## src/rtl/jk_strobe_gen.sv

```systemverilog
// Count-and-compare sequencer producing registered J/K/TC strobes for a downstream
// JK flop, plus a shadow LVL that tracks that flop's Q.
module jk_strobe_gen #(
  parameter int W = 8
) (
  input  logic         CK,
  input  logic         CL,
  input  logic         EN,
  input  logic         START,
  input  logic         STOP,
  input  logic         ONESHOT,
  input  logic [W-1:0] TOP,
  input  logic [W-1:0] SET_AT,
  input  logic [W-1:0] CLR_AT,
  output logic [W-1:0] CNT,
  output logic         J,
  output logic         K,
  output logic         TC,
  output logic         BUSY,
  output logic         LVL
);

  typedef enum logic [1:0] {
    IDLE    = 2'b00,
    RUN     = 2'b01,
    DONE    = 2'b10,
    ILLEGAL = 2'b11
  } state_t;

  state_t       state_q, state_d;
  logic [W-1:0] cnt_q, cnt_d;
  logic         j_q, j_d;
  logic         k_q, k_d;
  logic         tc_q, tc_d;
  logic         lvl_q, lvl_d;
  logic         os_q, os_d;
  logic         at_top;

  assign at_top = (cnt_q == TOP);

  always_comb begin
    state_d = state_q;
    cnt_d   = cnt_q;
    j_d     = 1'b0;
    k_d     = 1'b0;
    tc_d    = 1'b0;
    os_d    = os_q;

    if (STOP) begin
      state_d = IDLE;
      cnt_d   = '0;
    end else if (START) begin
      state_d = RUN;
      cnt_d   = '0;
      os_d    = ONESHOT;
    end else begin
      case (state_q)
        RUN: begin
          if (EN) begin
            j_d   = (cnt_q == SET_AT);
            k_d   = (cnt_q == CLR_AT);
            tc_d  = at_top;
            // TOP lowered below CNT: no match until the natural 2^W wrap
            cnt_d = at_top ? '0 : cnt_q + W'(1);
            if (os_q && at_top) begin
              state_d = DONE;
            end
          end
        end
        IDLE, DONE: begin
          cnt_d = '0;
        end
        default: begin
          state_d = IDLE;
          cnt_d   = '0;
        end
      endcase
    end
  end

  // Shadow JK flop fed by the registered strobes
  always_comb begin
    lvl_d = lvl_q;
    case ({j_q, k_q})
      2'b01:   lvl_d = 1'b0;
      2'b10:   lvl_d = 1'b1;
      2'b11:   lvl_d = ~lvl_q;
      default: lvl_d = lvl_q;
    endcase
  end

  always_ff @(posedge CK or posedge CL) begin
    if (CL) begin
      state_q <= IDLE;
      cnt_q   <= '0;
      j_q     <= 1'b0;
      k_q     <= 1'b0;
      tc_q    <= 1'b0;
      lvl_q   <= 1'b0;
      os_q    <= 1'b0;
    end else begin
      state_q <= state_d;
      cnt_q   <= cnt_d;
      j_q     <= j_d;
      k_q     <= k_d;
      tc_q    <= tc_d;
      lvl_q   <= lvl_d;
      os_q    <= os_d;
    end
  end

  assign CNT  = cnt_q;
  assign J    = j_q;
  assign K    = k_q;
  assign TC   = tc_q;
  assign LVL  = lvl_q;
  assign BUSY = (state_q == RUN);

endmodule

```

## config.mk

```make
export PLATFORM = sky130hd
export DESIGN_NAME = jk_strobe_gen
export DESIGN_NICKNAME = d
export VERILOG_FILES = /design/src/rtl/jk_strobe_gen.sv
export SDC_FILE = /design/constraint.sdc
export NUM_CORES = 1
export LEC_CHECK = 0
export BUFFER_PORTS_ARGS = -buffer_cell sky130_fd_sc_hd__buf_4
export CORE_MARGIN = 10
export CORE_UTILIZATION = 43
export CTS_CLUSTER_SIZE = 10
export DETAILED_ROUTE_END_ITERATION = 16
export PLACE_DENSITY = 0.75
export SYNTH_ARGS = -nofsm -noshare
export SYNTH_HDL_FRONTEND = slang
export SYNTH_SLANG_ARGS = --single-unit
```

## constraint.sdc

```tcl
create_clock -name CK -period 1.2 [get_ports CK]
set_input_delay 0.06 -clock CK [delete_from_list [all_inputs] [get_ports CK]]
set_output_delay 0.06 -clock CK [all_outputs]
set_load 0.01 [all_outputs]
```

==> results of run 1 <==
critical path: stages, from the launching register on:
cell and delay (ns):
dfrtp_2 0.45, xnor2_2 0.17, nand4_4 0.17, buf_4 0.18, nor3_1 0.22
placed cells by master (no fill, tap or decap), types with 4 or more instances in the layout:
cell type,synthesis,final
a211oi_1,5,5
buf_4,2,56
buf_6,4,10
dfrtp_1,15,9
dfrtp_2,0,6
nand2_1,6,5
nand4_1,6,6
nor2_1,4,4
xnor2_1,23,14
xnor2_2,4,12
flip-flops by register name (all words and copies together), names as in the netlist:
register and count:
CNT 8, J 1, K 1, LVL 1
TC 1, os_q 1, state_q 2
stage by stage:
stage                util  total power, uW
detailed placement  0.631              745
global placement    0.631              738
global route        0.720             1110
floorplan               -              632
CTS                 0.682             1060
finish              0.720             1060
report_power, final:
group | switching, uW | leakage, uW | total (uW) | internal, uW
Clock | 165 | 0.0000150 | 294 | 129
Combinational | 101 | 0.000547 | 245 | 144
Sequential | 7.49 | 0.000196 | 521 | 514
cells by family after synthesis:
family / count (synthesis)
compound gates: 10
xor+xnor: 30
fa+ha+maj: 1
buf+inv: 13
flops: 15
mux: 2
simple gates: 34
layer usage:
metal  vias to the layer above  share of wire  GRT usage
met5                         -              0          0
met4                         0          0.016     0.0409
met3                         6          0.079     0.0474
met2                        36           0.48      0.210
met1                       477           0.42      0.148
li1                        489              -          -
area by class of cell:
class                           count  area [sq um]  area share
Inverter                            3          11.3     0.00637
Timing Repair Buffer               68           553       0.313
Multi-Input combinational cell     78           757       0.428
Sequential cell                    15           383       0.217
Clock buffer                        4          26.3      0.0149
Tap cell                           30          37.5      0.0212
repair_timing:
item | 4_1_cts | 5_1_grt
gates resized for setup | 10 | 19
hold endpoints to repair | 16 | 0
buffers inserted | 4 | 2
gates cloned | 1 | 0
hold buffers | 2 | 0
endpoints found under the setup margin | 10 | 15
pin swaps | 7 | 19
how the worst min path moves through the flow:
stage	startpoint	end	slack, ns	depth (start not counted)
floorplan	CL	CNT[0]	-0.04	1
global placement	CL	CNT[7]	0.17	2
detailed placement	CL	J	0.18	2
CTS	ONESHOT	os_q	0.002	2
global route	ONESHOT	os_q	0.005	2
finish	ONESHOT	os_q	0.003	2
==> out/metrics.csv, run 1 <==
stage,metric,value,unit
run_status,violations,setup timing,
clock_tree,clock_latency,0.29,ns
routing,drt_first_pass_iters,4,
timing,fin_crit,1.30,ns
clock_tree,ctsLongestPathBuffers,2,
power,leakage,0.000758,uW
synthesis,synthAdderAreaFrac,0.0114,
placement,numPortBuffers,42,
routing,final_antenna_net_count,0,
worst_setup_path,cp_max_fo,3,
worst_setup_path,r2r-end,TC,
placement,dp_slack,-0.162,ns
die,dieArea,0.00499,sq mm
clock_tree,path_clk_slew,0.09,ns
worst_setup_path,reg2reg_from,CNT[4],
run,maxCapViolations,0,
synthesis,synth_top_family_by_area,XOR/XNOR gates,
die,num_rows,18,
timing,drv_slew,0,
placement,placed_cells,186,
routing,num_vias,1008,
synthesis,synth-xor-area-share,0.266,
routing,drc,0,
placement,place_area,0.00155,sq mm
global_routing,antenna_found_initial,0,
synthesis,yosysWarningCount,0,
worst_setup_path,r2r_slack,-0.1,ns
final_layout,drive_gt1_frac,0.601,
routing,viasPerCell,5.09,
power,p_per_area,599,mW/mm^2
synthesis,synth-seq-cells,15,
synthesis,synthCells,105,
synthesis,async_flop_share,1.00,
clock_tree,cts_max_level,1,
worst_setup_path,critPathCaptureType,flip-flop,
final_layout,syn2layout_area_growth,60.4,%
worst_setup_path,crit_path_start_kind,flip-flop,
timing,fmax,770,MHz
synthesis,synth_top_area_share,0.341,
global_routing,grt_pass1_vias,1040,
timing,fin_setup_tns,-0.355,ns
timing,finalHoldViolCount,0,
routing,wl_per_cell,16.5,um
final_layout,finalNetCount,200,
run_status,outcome,finished with violations,
placement,finalWeightedCongestion,0.827,
synthesis,seq_area_frac_synth,0.341,
timing,skew,0.00381,ns
timing,finalSetupViolCount,11,
synthesis,synth_fp_nets,136,
synthesis,synth_compound_area_frac,0.0772,
timing,fin_ws,-0.0990,ns
routing,drt_wl_total,3260,um
timing,tightest_slew,0.626,ns
synthesis,synth_common_cells,"23 x xnor2_1, 15 x dfrtp_1, 6 x nand2_1, 6 x nand4_1, 5 x a211oi_1",
synthesis,synth_largest_area_cell,dfrtp_1,
synthesis,synth.most_common_cell,xnor2_1,
die,fp.dieW,70.6,um
die,core-area,0.00245,sq mm
global_routing,grt_usage,0.127,
timing,min_period_over_period,1.08,
min_path,hp-class,primary input to flip-flop,
worst_setup_path,startpoint,CNT[4],
synthesis,synthMuxAreaShare,0.0193,
global_routing,grt_max_degree,18,
clock_tree,clock-sinks,15,
die,start_util,0.449,
final_layout,post-route-cell-area,0.00177,sq mm
worst_setup_path,cp.arrival,1.49,ns
timing,slew_headroom,0.582,
worst_setup_path,critPathKind,flip-flop to flip-flop,
clock_tree,tritoncts,yes,
synthesis,postSynthAreaPerCell,10.5,sq um
synthesis,synth_cell_types,31,
clock_tree,clock-root-buffer,clkbuf_4,
global_routing,grt_pass1_wl,5210,um
die,io_pins,43,
synthesis,synth_top_flop_cell,dfrtp_1,
global_routing,overflow,0,
timing,fin_hold_ws,0.00312,ns
final_layout,stdcell_count,198,
synthesis,synth.top_cells.by_area,"dfrtp_1 34%, xnor2_1 18%, xnor2_2 5.9%, buf_6 4.1%, a211oi_1 3.4%",
placement,hpwl,2490,um
synthesis,yosys.area_share.simple,0.204,
clock_tree,cts_buffers,3,
die,die-height,70.6,um
worst_setup_path,worstSetupEndpoint,TC,
worst_setup_path,required,1.39,ns
routing,drtIter0Drc,25,
power,ir_worst_vdd,0.000533,V
synthesis,syn_area,0.00110,sq mm
worst_setup_path,r2r_cells,4,
final_layout,n_fill_cell,182,
timing,rsz0062_at_grt,yes,
synthesis,synth_edf_count,0,
final_layout,num_antenna_cells,0,
Power figures use the tool's default switching activity.
==> run 2, diff against run 1 <==
--- a/config.mk
+++ b/config.mk
@@ -10,7 +10,7 @@
 export CORE_UTILIZATION = 43
 export CTS_CLUSTER_SIZE = 10
 export DETAILED_ROUTE_END_ITERATION = 16
-export PLACE_DENSITY = 0.75
+export PLACE_DENSITY = 0.82
 export SYNTH_ARGS = -nofsm -noshare
 export SYNTH_HDL_FRONTEND = slang
 export SYNTH_SLANG_ARGS = --single-unit
==> run 2 against run 1 <==
  * The flow still finishes with violations (setup timing)
  * Utilization shrank 2.5 points
  * Worst hold slack gained 0.050 ns
  * Sequential share of layout area grew 0.79 points
  * Global-route usage shrank 0.33 points
  * Critical path type unchanged
  * Largest cell class unchanged
==> out/metrics.csv, run 2 (synthesis gave the netlist of run 1 again) <==
stage,metric,value,unit
timing,drv_slew,0,
final_layout,stdcell_count,195,
global_routing,grt_usage,0.123,
die,start_util,0.449,
timing,fin_hold_ws,0.0534,ns
final_layout,largest_reg_flops,8,
worst_setup_path,path_delay_family,flip-flops,
worst_setup_path,cp_slowest_stage_delay,0.46,ns
timing,slew_headroom,0.592,
clock_tree,path_clk_slew,0.09,ns
routing,num_vias,978,
worst_setup_path,critPathKind,flip-flop to flip-flop,
global_routing,grt_pass1_vias,1083,
worst_setup_path,cp.arrival,1.44,ns
die,die-height,70.6,um
run_status,outcome,finished with violations,
routing,drt_first_pass_iters,4,
run,maxCapViolations,0,
power,leakage,0.000731,uW
global_routing,antenna_found_initial,0,
placement,numPortBuffers,42,
worst_setup_path,crit_path_start_kind,flip-flop,
global_routing,grt_max_degree,18,
die,io_pins,43,
final_layout,syn2layout_area_growth,54.7,%
final_layout,regArea,383,sq um
routing,drtIter0Drc,43,
routing,viasPerCell,5.02,
placement,finalWeightedCongestion,0.822,
timing,tightest_slew,0.611,ns
clock_tree,clock-sinks,15,
routing,final_antenna_net_count,0,
die,dieArea,0.00499,sq mm
clock_tree,clock-root-buffer,clkbuf_4,
timing,finalSetupViolCount,11,
routing,drc,0,
power,ir_worst_vdd,0.000669,V
final_layout,final_common_cell,buf_4,
timing,fmax,790,MHz
timing,fin_crit,1.27,ns
final_layout,multi_input_area,741,sq um
final_layout,num_antenna_cells,0,
final_layout,finalNetCount,197,
die,num_rows,18,
routing,wl_per_cell,16.3,um
routing,drt_wl_total,3180,um
clock_tree,tritoncts,yes,
clock_tree,ctsLongestPathBuffers,2,
placement,hpwl,2490,um
clock_tree,cts_buffers,3,
timing,fin_ws,-0.0661,ns
worst_setup_path,critPathCaptureType,flip-flop,
power,p_per_area,630,mW/mm^2
global_routing,overflow,0,
timing,rsz0062_at_grt,yes,
worst_setup_path,worstPathCellList,xnor2_2 > nand4_4 > nor2_4 > o21ai_0,
run_status,violations,setup timing,
clock_tree,cts_max_level,1,
power,total_power,1070,uW
final_layout,post-route-cell-area,0.00171,sq mm
die,fp.dieW,70.6,um
final_layout,n_fill_cell,186,
timing,skew,0.00270,ns
final_layout,drive_gt1_frac,0.576,
timing,min_period_over_period,1.06,
worst_setup_path,critPathSlowestCell,dfrtp_2,
placement,place_area,0.00153,sq mm
placement,placed_cells,183,
timing,finalHoldViolCount,0,
final_layout,mostFrequentLayoutCells,"59 x buf_4, 16 x xnor2_1, 10 x xnor2_2, 9 x dfrtp_1",
die,core-area,0.00245,sq mm
worst_setup_path,required,1.37,ns
worst_setup_path,worst-path-buf-inv,0,
worst_setup_path,cp_max_fo,5,
clock_tree,clock_latency,0.29,ns
global_routing,grt_pass1_wl,5150,um
min_path,hp-class,primary input to flip-flop,
==> run 2: worst paths after layout <==
path / startpoint / to / slack [ns] / cells after the start
hold reg to reg: K / LVL / 0.47 / 1
max in group asynchronous: CL / CNT[2] / 0.38 / 3
setup reg to reg: CNT[3] / CNT[0] / -0.07 / 4
hold / removal: SET_AT[5] / J / 0.05 / 4
setup / recovery: CNT[3] / CNT[0] / -0.07 / 4
min in group asynchronous: CL / TC / 0.39 / 3
==> run 2: worst register-to-register path: cells and delay by family, from the launching register on <==
kind,cells,cell delay (ns)
xor+xnor,1,0.18
simple gates,2,0.38
flops,1,0.46
compound gates,1,0.12
==> run 2: layer usage <==
metal / GRT usage / up-vias / routed length (um)
li1: - / 484 / -
met4: 0.0344 / 0 / 24
met1: 0.145 / 456 / 1330
met5: 0 / - / 0
met2: 0.215 / 34 / 1650
met3: 0.0321 / 4 / 178
==> run 2: final cells by class <==
class,count,share of cell area
clock buffers,4,0.0154
inverters,3,0.00660
multi-input cells,78,0.434
flip-flops and latches,15,0.225
well taps,30,0.0220
repair buffers,65,0.297
==> run 2: what timing repair did <==
item	4_1_cts	5_1_grt
endpoints found under the setup margin	14	14
endpoints found under the hold margin	17	0
resized for setup	7	14
gates cloned	1	0
setup buffers	1	3
pin swaps	6	12
hold buffers	3	0
==> run 2: per-stage QoR <==
step | TNS [ns] | worst slack (ns) | util
floorplan | -0.699 | -0.0950 | -
finish | -0.374 | -0.0661 | 0.695
detailed placement | -1.46 | -0.156 | 0.622
global route | -1.36 | -0.138 | 0.695
global placement | -0.336 | -0.0436 | 0.622
CTS | -0.742 | -0.0965 | 0.661
==> run 2: power breakdown <==
group,switching [uW],internal (uW),total (uW)
sequential,6.29,514,520
combinational,103,147,249
clock,175,129,304
